[config.mk]
export PLATFORM = sky130hd
export DESIGN_NAME = alu_muldiv
export DESIGN_NICKNAME = d
export VERILOG_FILES = /design/src/rtl/alu_muldiv.sv
export SDC_FILE = /design/constraint.sdc
export NUM_CORES = 1
export LEC_CHECK = 0
export ABC_AREA = 1
export BUFFER_PORTS_ARGS = -buffer_cell sky130_fd_sc_hd__buf_2
export CAP_MARGIN = 20
export CELL_PAD_IN_SITES_DETAIL_PLACEMENT = 0
export CELL_PAD_IN_SITES_GLOBAL_PLACEMENT = 2
export CORE_MARGIN = 2
export CORE_UTILIZATION = 34
export CTS_BUF_LIST = sky130_fd_sc_hd__clkbuf_4 sky130_fd_sc_hd__clkbuf_8
export CTS_CLUSTER_DIAMETER = 100
export DETAILED_ROUTE_END_ITERATION = 8
export HOLD_SLACK_MARGIN = 0.05
export PLACE_DENSITY = 0.81
export SLEW_MARGIN = 20
export SYNTH_ARGS = -nofsm -noshare
export SYNTH_HDL_FRONTEND = slang
export SYNTH_SLANG_ARGS = --single-unit
[constraint.sdc]
create_clock -name clk_i -period 5.7 [get_ports clk_i]
set_clock_uncertainty 0.2 [all_clocks]
set_input_delay 1.14 -clock clk_i [delete_from_list [all_inputs] [get_ports clk_i]]
set_output_delay 1.14 -clock clk_i [all_outputs]
set_load 0.05 [all_outputs]
[src/rtl/alu_muldiv.sv]
// Single-issue ALU with iterative multiply/divide. ALU ops finish in one cycle;
// MUL*/DIV*/REM* run one shift-add or restoring-subtract step per cycle on magnitudes.
module alu_muldiv #(
  parameter int WIDTH = 32
) (
  input  logic             clk_i,
  input  logic             rst_ni,
  input  logic             valid_i,
  output logic             ready_o,
  input  logic [4:0]       op_i,
  input  logic [WIDTH-1:0] oper1_i,
  input  logic [WIDTH-1:0] oper2_i,
  input  logic             flush_i,
  output logic             valid_o,
  input  logic             ready_i,
  output logic [WIDTH-1:0] result_o,
  output logic             busy_o
);

  localparam int SHW = $clog2(WIDTH);

  localparam logic [4:0] OP_PASS = 5'd0,  OP_ADD  = 5'd1,  OP_SUB    = 5'd2,  OP_SLL   = 5'd3;
  localparam logic [4:0] OP_SLT  = 5'd4,  OP_SLTU = 5'd5,  OP_SGE    = 5'd6,  OP_SGEU  = 5'd7;
  localparam logic [4:0] OP_XOR  = 5'd8,  OP_SRL  = 5'd9,  OP_SRA    = 5'd10, OP_OR    = 5'd11;
  localparam logic [4:0] OP_AND  = 5'd12, OP_NE   = 5'd13, OP_EQ     = 5'd14;
  localparam logic [4:0] OP_MUL  = 5'd16, OP_MULH = 5'd17, OP_MULHSU = 5'd18;
  localparam logic [4:0] OP_DIV  = 5'd20, OP_DIVU = 5'd21, OP_REM    = 5'd22, OP_REMU  = 5'd23;

  localparam logic [WIDTH-1:0] MOST_NEG = {1'b1, {(WIDTH-1){1'b0}}};

  typedef enum logic [1:0] {IDLE, MUL, DIV, DONE} state_t;

  state_t           state;
  logic [SHW-1:0]   cnt;
  logic [4:0]       op_q;
  logic             neg_q, neg_r;
  logic [WIDTH-1:0] hi, lo, opb;

  logic             is_mul, is_div, div_sgn, a_neg, b_neg, div_zero, div_ovf;
  logic [WIDTH-1:0] a_mag, b_mag, imm_res;
  logic [SHW-1:0]   sh;

  assign ready_o = (state == IDLE);
  assign valid_o = (state == DONE);
  assign busy_o  = (state != IDLE);

  assign is_mul   = (op_i[4:2] == 3'b100);
  assign is_div   = (op_i[4:2] == 3'b101);
  assign div_sgn  = (op_i == OP_DIV) || (op_i == OP_REM);
  assign a_neg    = oper1_i[WIDTH-1] & (is_mul ? (op_i == OP_MULH || op_i == OP_MULHSU) : div_sgn);
  assign b_neg    = oper2_i[WIDTH-1] & (is_mul ? (op_i == OP_MULH) : div_sgn);
  assign a_mag    = a_neg ? -oper1_i : oper1_i;
  assign b_mag    = b_neg ? -oper2_i : oper2_i;
  assign div_zero = (oper2_i == '0);
  assign div_ovf  = div_sgn && (oper1_i == MOST_NEG) && (&oper2_i);
  assign sh       = oper2_i[SHW-1:0];

  // NOTE: every always_comb output gets a default first so no path leaves it unassigned (no latch).
  always_comb begin
    imm_res = '0;
    case (op_i)
      OP_PASS: imm_res = oper1_i;
      OP_ADD:  imm_res = oper1_i + oper2_i;
      OP_SUB:  imm_res = oper1_i - oper2_i;
      OP_SLL:  imm_res = oper1_i << sh;
      OP_SLT:  imm_res = WIDTH'($signed(oper1_i) <  $signed(oper2_i));
      OP_SLTU: imm_res = WIDTH'(oper1_i <  oper2_i);
      OP_SGE:  imm_res = WIDTH'($signed(oper1_i) >= $signed(oper2_i));
      OP_SGEU: imm_res = WIDTH'(oper1_i >= oper2_i);
      OP_XOR:  imm_res = oper1_i ^ oper2_i;
      OP_SRL:  imm_res = oper1_i >> sh;
      OP_SRA:  imm_res = $signed(oper1_i) >>> sh;
      OP_OR:   imm_res = oper1_i | oper2_i;
      OP_AND:  imm_res = oper1_i & oper2_i;
      OP_NE:   imm_res = WIDTH'(oper1_i != oper2_i);
      OP_EQ:   imm_res = WIDTH'(oper1_i == oper2_i);
      // Divide special cases resolve in one cycle; the iterative path never sees them.
      OP_DIV, OP_DIVU: imm_res = div_zero ? '1 : oper1_i;
      OP_REM, OP_REMU: imm_res = div_zero ? oper1_i : '0;
      default: imm_res = '0;
    endcase
  end

  // Multiply step: {hi,lo} holds partial product and remaining multiplier bits.
  logic [WIDTH:0]     mul_sum;
  logic [2*WIDTH-1:0] prod_fin, prod_cor;
  logic [WIDTH-1:0]   mul_res;

  assign mul_sum  = {1'b0, hi} + (lo[0] ? {1'b0, opb} : '0);
  assign prod_fin = {mul_sum, lo[WIDTH-1:1]};
  assign prod_cor = neg_q ? -prod_fin : prod_fin;
  assign mul_res  = (op_q == OP_MUL) ? prod_cor[WIDTH-1:0] : prod_cor[2*WIDTH-1:WIDTH];

  // Divide step: hi is the partial remainder, lo shifts dividend bits out and quotient bits in.
  logic             div_ok;
  logic [WIDTH-1:0] r_next, q_next, div_res;

  assign div_ok  = {hi, lo[WIDTH-1]} >= {1'b0, opb};
  assign r_next  = {hi[WIDTH-2:0], lo[WIDTH-1]} - (div_ok ? opb : '0);
  assign q_next  = {lo[WIDTH-2:0], div_ok};
  assign div_res = op_q[1] ? (neg_r ? -r_next : r_next) : (neg_q ? -q_next : q_next);

  // NOTE: sequential state uses non-blocking assignments so all registers update from pre-edge values.
  always_ff @(posedge clk_i or negedge rst_ni) begin
    if (!rst_ni) begin
      state    <= IDLE;
      cnt      <= '0;
      op_q     <= '0;
      neg_q    <= 1'b0;
      neg_r    <= 1'b0;
      hi       <= '0;
      lo       <= '0;
      opb      <= '0;
      result_o <= '0;
    end else if (flush_i) begin
      state    <= IDLE;
      cnt      <= '0;
      result_o <= '0;
    end else begin
      case (state)
        IDLE: if (valid_i) begin
          op_q  <= op_i;
          neg_q <= a_neg ^ b_neg;
          neg_r <= a_neg;
          hi    <= '0;
          if (is_mul) begin
            state <= MUL;
            cnt   <= SHW'(WIDTH - 1);
            opb   <= a_mag;
            lo    <= b_mag;
          end else if (is_div && !div_zero && !div_ovf) begin
            state <= DIV;
            cnt   <= SHW'(WIDTH - 1);
            opb   <= b_mag;
            lo    <= a_mag;
          end else begin
            state    <= DONE;
            result_o <= imm_res;
          end
        end
        MUL: begin
          hi <= mul_sum[WIDTH:1];
          lo <= {mul_sum[0], lo[WIDTH-1:1]};
          if (cnt == '0) begin
            state    <= DONE;
            result_o <= mul_res;
          end else begin
            cnt <= cnt - SHW'(1);
          end
        end
        DIV: begin
          hi <= r_next;
          lo <= q_next;
          if (cnt == '0) begin
            state    <= DONE;
            result_o <= div_res;
          end else begin
            cnt <= cnt - SHW'(1);
          end
        end
        DONE: if (ready_i) state <= IDLE;
        default: state <= IDLE;
      endcase
    end
  end

endmodule
==> flow_metrics.env <==
export IMPL_critical_path_slowest_cell="ha_1"
export IMPL_drv_slew=0
export IMPL_hold_violations=0
export IMPL_drc=0
export IMPL_crit_required_ps=5970
export IMPL_routed_wl_microns=177000
export IMPL_worstReg2RegEnd="result_o[19]"
export IMPL_syn_inst=5341
export IMPL_relSlewSlack=0.260
export IMPL_min_period_over_period=0.945
export IMPL_p_sw_frac=0.679
export IMPL_seq_area_frac_synth=0.122
export IMPL_synth_top_area_frac=0.202
export IMPL_grt_max_degree=143
export IMPL_setup_viol=0
export IMPL_ios=109
export IMPL_yosys_top_cells_count="nand2_1 (1569), inv_1 (710), nor2_1 (486), nand3_1 (441), o21ai_0 (430)"
export IMPL_cts_buffers=17
export IMPL_tns_ps=0
export IMPL_antenna_found_initial=4
export IMPL_ys_ff_latch=142
export IMPL_cap_violations=0
export IMPL_cts_sinks=142
export IMPL_drtIter0Drc=3944
export IMPL_worstSetupPathType="flip-flop to flip-flop"
export IMPL_first_global_vias=35900
export IMPL_status="completed"
export IMPL_die_h_microns=297
export IMPL_peakVddDrop_mv=0.416
export IMPL_final_cell_area_sq_um=31900
export IMPL_cpPeakStageDelay_ps=450
export IMPL_r2r_start="opb[31]"
export IMPL_multiInputGateArea_sq_um=21800
export IMPL_hold_buffers=0
export IMPL_power_density_nw_per_um2=684
export IMPL_fp_coreArea_sq_um=85100
export IMPL_overflow=0
export IMPL_synth_area_sq_um=29200
export IMPL_critPathLaunchType="flip-flop"
export IMPL_wl_per_cell_microns=27.0
export IMPL_synth_async_reset_ratio=1.00
export IMPL_hold_path_end="result_o[29]"
export IMPL_rows=107
export IMPL_ys_warn_count=0
export IMPL_ant_nets=0
export IMPL_final_seq_area_sq_um=3550
export IMPL_finish_utilization=0.375
export IMPL_combPwrFrac=0.867
export IMPL_num_vias=37500
export IMPL_synth_top_area_cell="nand2_1"
export IMPL_hpwl_microns=145000
export IMPL_worst_path_buf_inv=3
export IMPL_p_switching_w=0.0148
export IMPL_num_fill_cells=10000
export IMPL_nets=5688
export IMPL_placed_area_sq_um=31500
export IMPL_p_total_w=0.0218
export IMPL_fin_ws_ps=316
export IMPL_gp_congestion=1.05
export IMPL_start_util=0.343
export IMPL_via_per_inst=5.71
export IMPL_finalCriticalPeriod_ps=5380
export IMPL_die_area_sq_um=88200
export IMPL_p_leak_nw=16.7
export IMPL_cts_htree_levels=4
export IMPL_reg2reg_slack_ps=320
export IMPL_clock_tree_root_cell="clkbuf_8"
export IMPL_min_path_type="flip-flop to flip-flop"
export IMPL_synthToLayoutAreaGrowth_pct=9.42
export IMPL_cp_end_kind="flip-flop"
export IMPL_die_w_microns=297
export IMPL_synth_edf_count=0
export IMPL_syn_avg_cell_area_sq_um=5.47
export IMPL_crit_fanout=29
export IMPL_clockBufferDepth=2
export IMPL_firstDrtPassIters=8
export IMPL_syn_nets=5624
export IMPL_fmax_mhz=186
export IMPL_yosysMostFrequentCell="nand2_1"
export IMPL_synth_flop_cell="dfrtp_1"
export IMPL_cts_resized=0
export IMPL_drive_above_1_share=0.0908
export IMPL_p_seq_frac=0.092
export IMPL_ys_top_cells_by_area="nand2_1 (20%), dfrtp_1 (12%), inv_1 (9.1%)"
export IMPL_synth_distinct_cells=69
export IMPL_grt_pass1_wl_microns=253000
export IMPL_crit_family="simple AND/OR/NAND/NOR gates"
export IMPL_crit_top_cell="nand2_1"
export IMPL_post_cts_buffers=0
export IMPL_reg2reg_depth=27
export IMPL_rsz0062_at_grt="false"
export IMPL_worst_pin_slew_ps=1100
export IMPL_p_int_w=0.00700
export IMPL_crit_arrival_ps=5650
export IMPL_clockPowerShare=0.041
export IMPL_port_buffers=108
export IMPL_hp_start="result_o[29]"
export IMPL_clkSlewWorstSetupHoldPaths_ps=100
export IMPL_clk_latency_ps=580
export IMPL_pre_cts_slack_ps=160
export IMPL_grt_usage=0.391
export IMPL_min_delay_path_depth=2
export IMPL_cts_tree="built"
==> sequential cells by signal, indices dropped and copies added (netlist names) <==
signal and cells:
neg_r 1, opb 32, hi 32, cnt 5, lo 32, result_o 32, op_q 5, neg_q 1
state 2
==> metrics by stage <==
stage | hold WS (ps) | std cells
detailed placement | 270 | 6529
global route | 314 | 6563
floorplan | 264 | 5341
finish | 297 | 6563
global placement | 265 | 6529
CTS | 300 | 6561
==> per-layer routing <==
layer,track usage,share of wire,wire length (microns)
met1,0.477,0.40,71500
met2,0.630,0.45,78900
met3,0.0514,0.062,11100
met4,0.289,0.089,15700
met5,0,0.00015,27
==> area by class of cell <==
cell class                      count  area share
Multi-Input combinational cell   4213       0.684
Timing Repair Buffer              281      0.0597
Antenna cell                        1   0.0000783
Clock inverter                     14     0.00431
Inverter                          750      0.0883
Tap cell                         1144      0.0448
Clock buffer                       18     0.00776
Sequential cell                   142       0.111
==> placed cells by master, fill, tap and decap left out, types with 8 or more instances in the layout <==
cell       synthesis  routed
nand2_1         1569    1569
inv_1            710     709
nor2_1           486     484
nand3_1          441     441
o21ai_0          430     430
a21oi_1          310     309
ha_1             205     203
buf_4              6     168
dfrtp_1          142     141
buf_2             56     107
o22ai_1          104     104
nand4_1           78      78
xor2_1            70      70
nor3_1            65      63
o211ai_1          57      57
nand2_2           39      39
inv_2             28      29
nor2_2            28      29
nor4_1            27      27
a31oi_1           27      27
o21ai_1           27      26
o221ai_1          26      26
nand3b_1          22      22
nand3_2           18      18
clkbuf_8           0      18
nor2_4            15      16
a221oi_1          16      16
or2_2             15      15
o21a_1            14      14
o2111ai_1         12      12
o31ai_1           11      11
a211oi_1          11      11
o21bai_1          11      11
clkinv_1          10      10
inv_6              0       8
==> how the worst max path moves through the flow <==
stage	startpoint	end	slack, ps	cells after the start
detailed placement	hi[23]	result_o[25]	160	28
global route	hi[23]	result_o[20]	10	30
floorplan	hi[7]	result_o[30]	1440	30
finish	opb[31]	result_o[19]	320	27
global placement	hi[23]	result_o[19]	190	28
CTS	hi[23]	result_o[22]	140	28
==> tightest hold or removal path: stages, from the launching register on <==
cell,delay (ps)
dfrtp_1,360
nand2_1,60
nand2_1,50
==> cells by family (layout without fill, tap and decap cells) <==
family                   Yosys count  count (layout)  share of synthesized area
AND/OR/NAND/NOR                 2829            2829                      0.417
AO/OA/AOI/OAI                   1096            1096                      0.215
buffers and inverters            986            1063                      0.132
adder cells (fa/ha/maj)          209             209                     0.0906
flip-flops                       142             142                      0.122
XOR/XNOR                          73              73                     0.0219
multiplexers                       6               6                    0.00206
other                              0               1                          0
==> power by group through the flow <==
stage	Clock [W]	Combinational, W	Sequential, W
final	0.000890	0.0189	0.00202
after global routing	0.000930	0.0207	0.00206
after CTS	0.000900	0.0185	0.00200
after detailed placement	0	0.0184	0.00201
after global placement	0	0.0185	0.00200
after floorplan	0	0.0119	0.00209
Power figures use the tool's default switching activity.
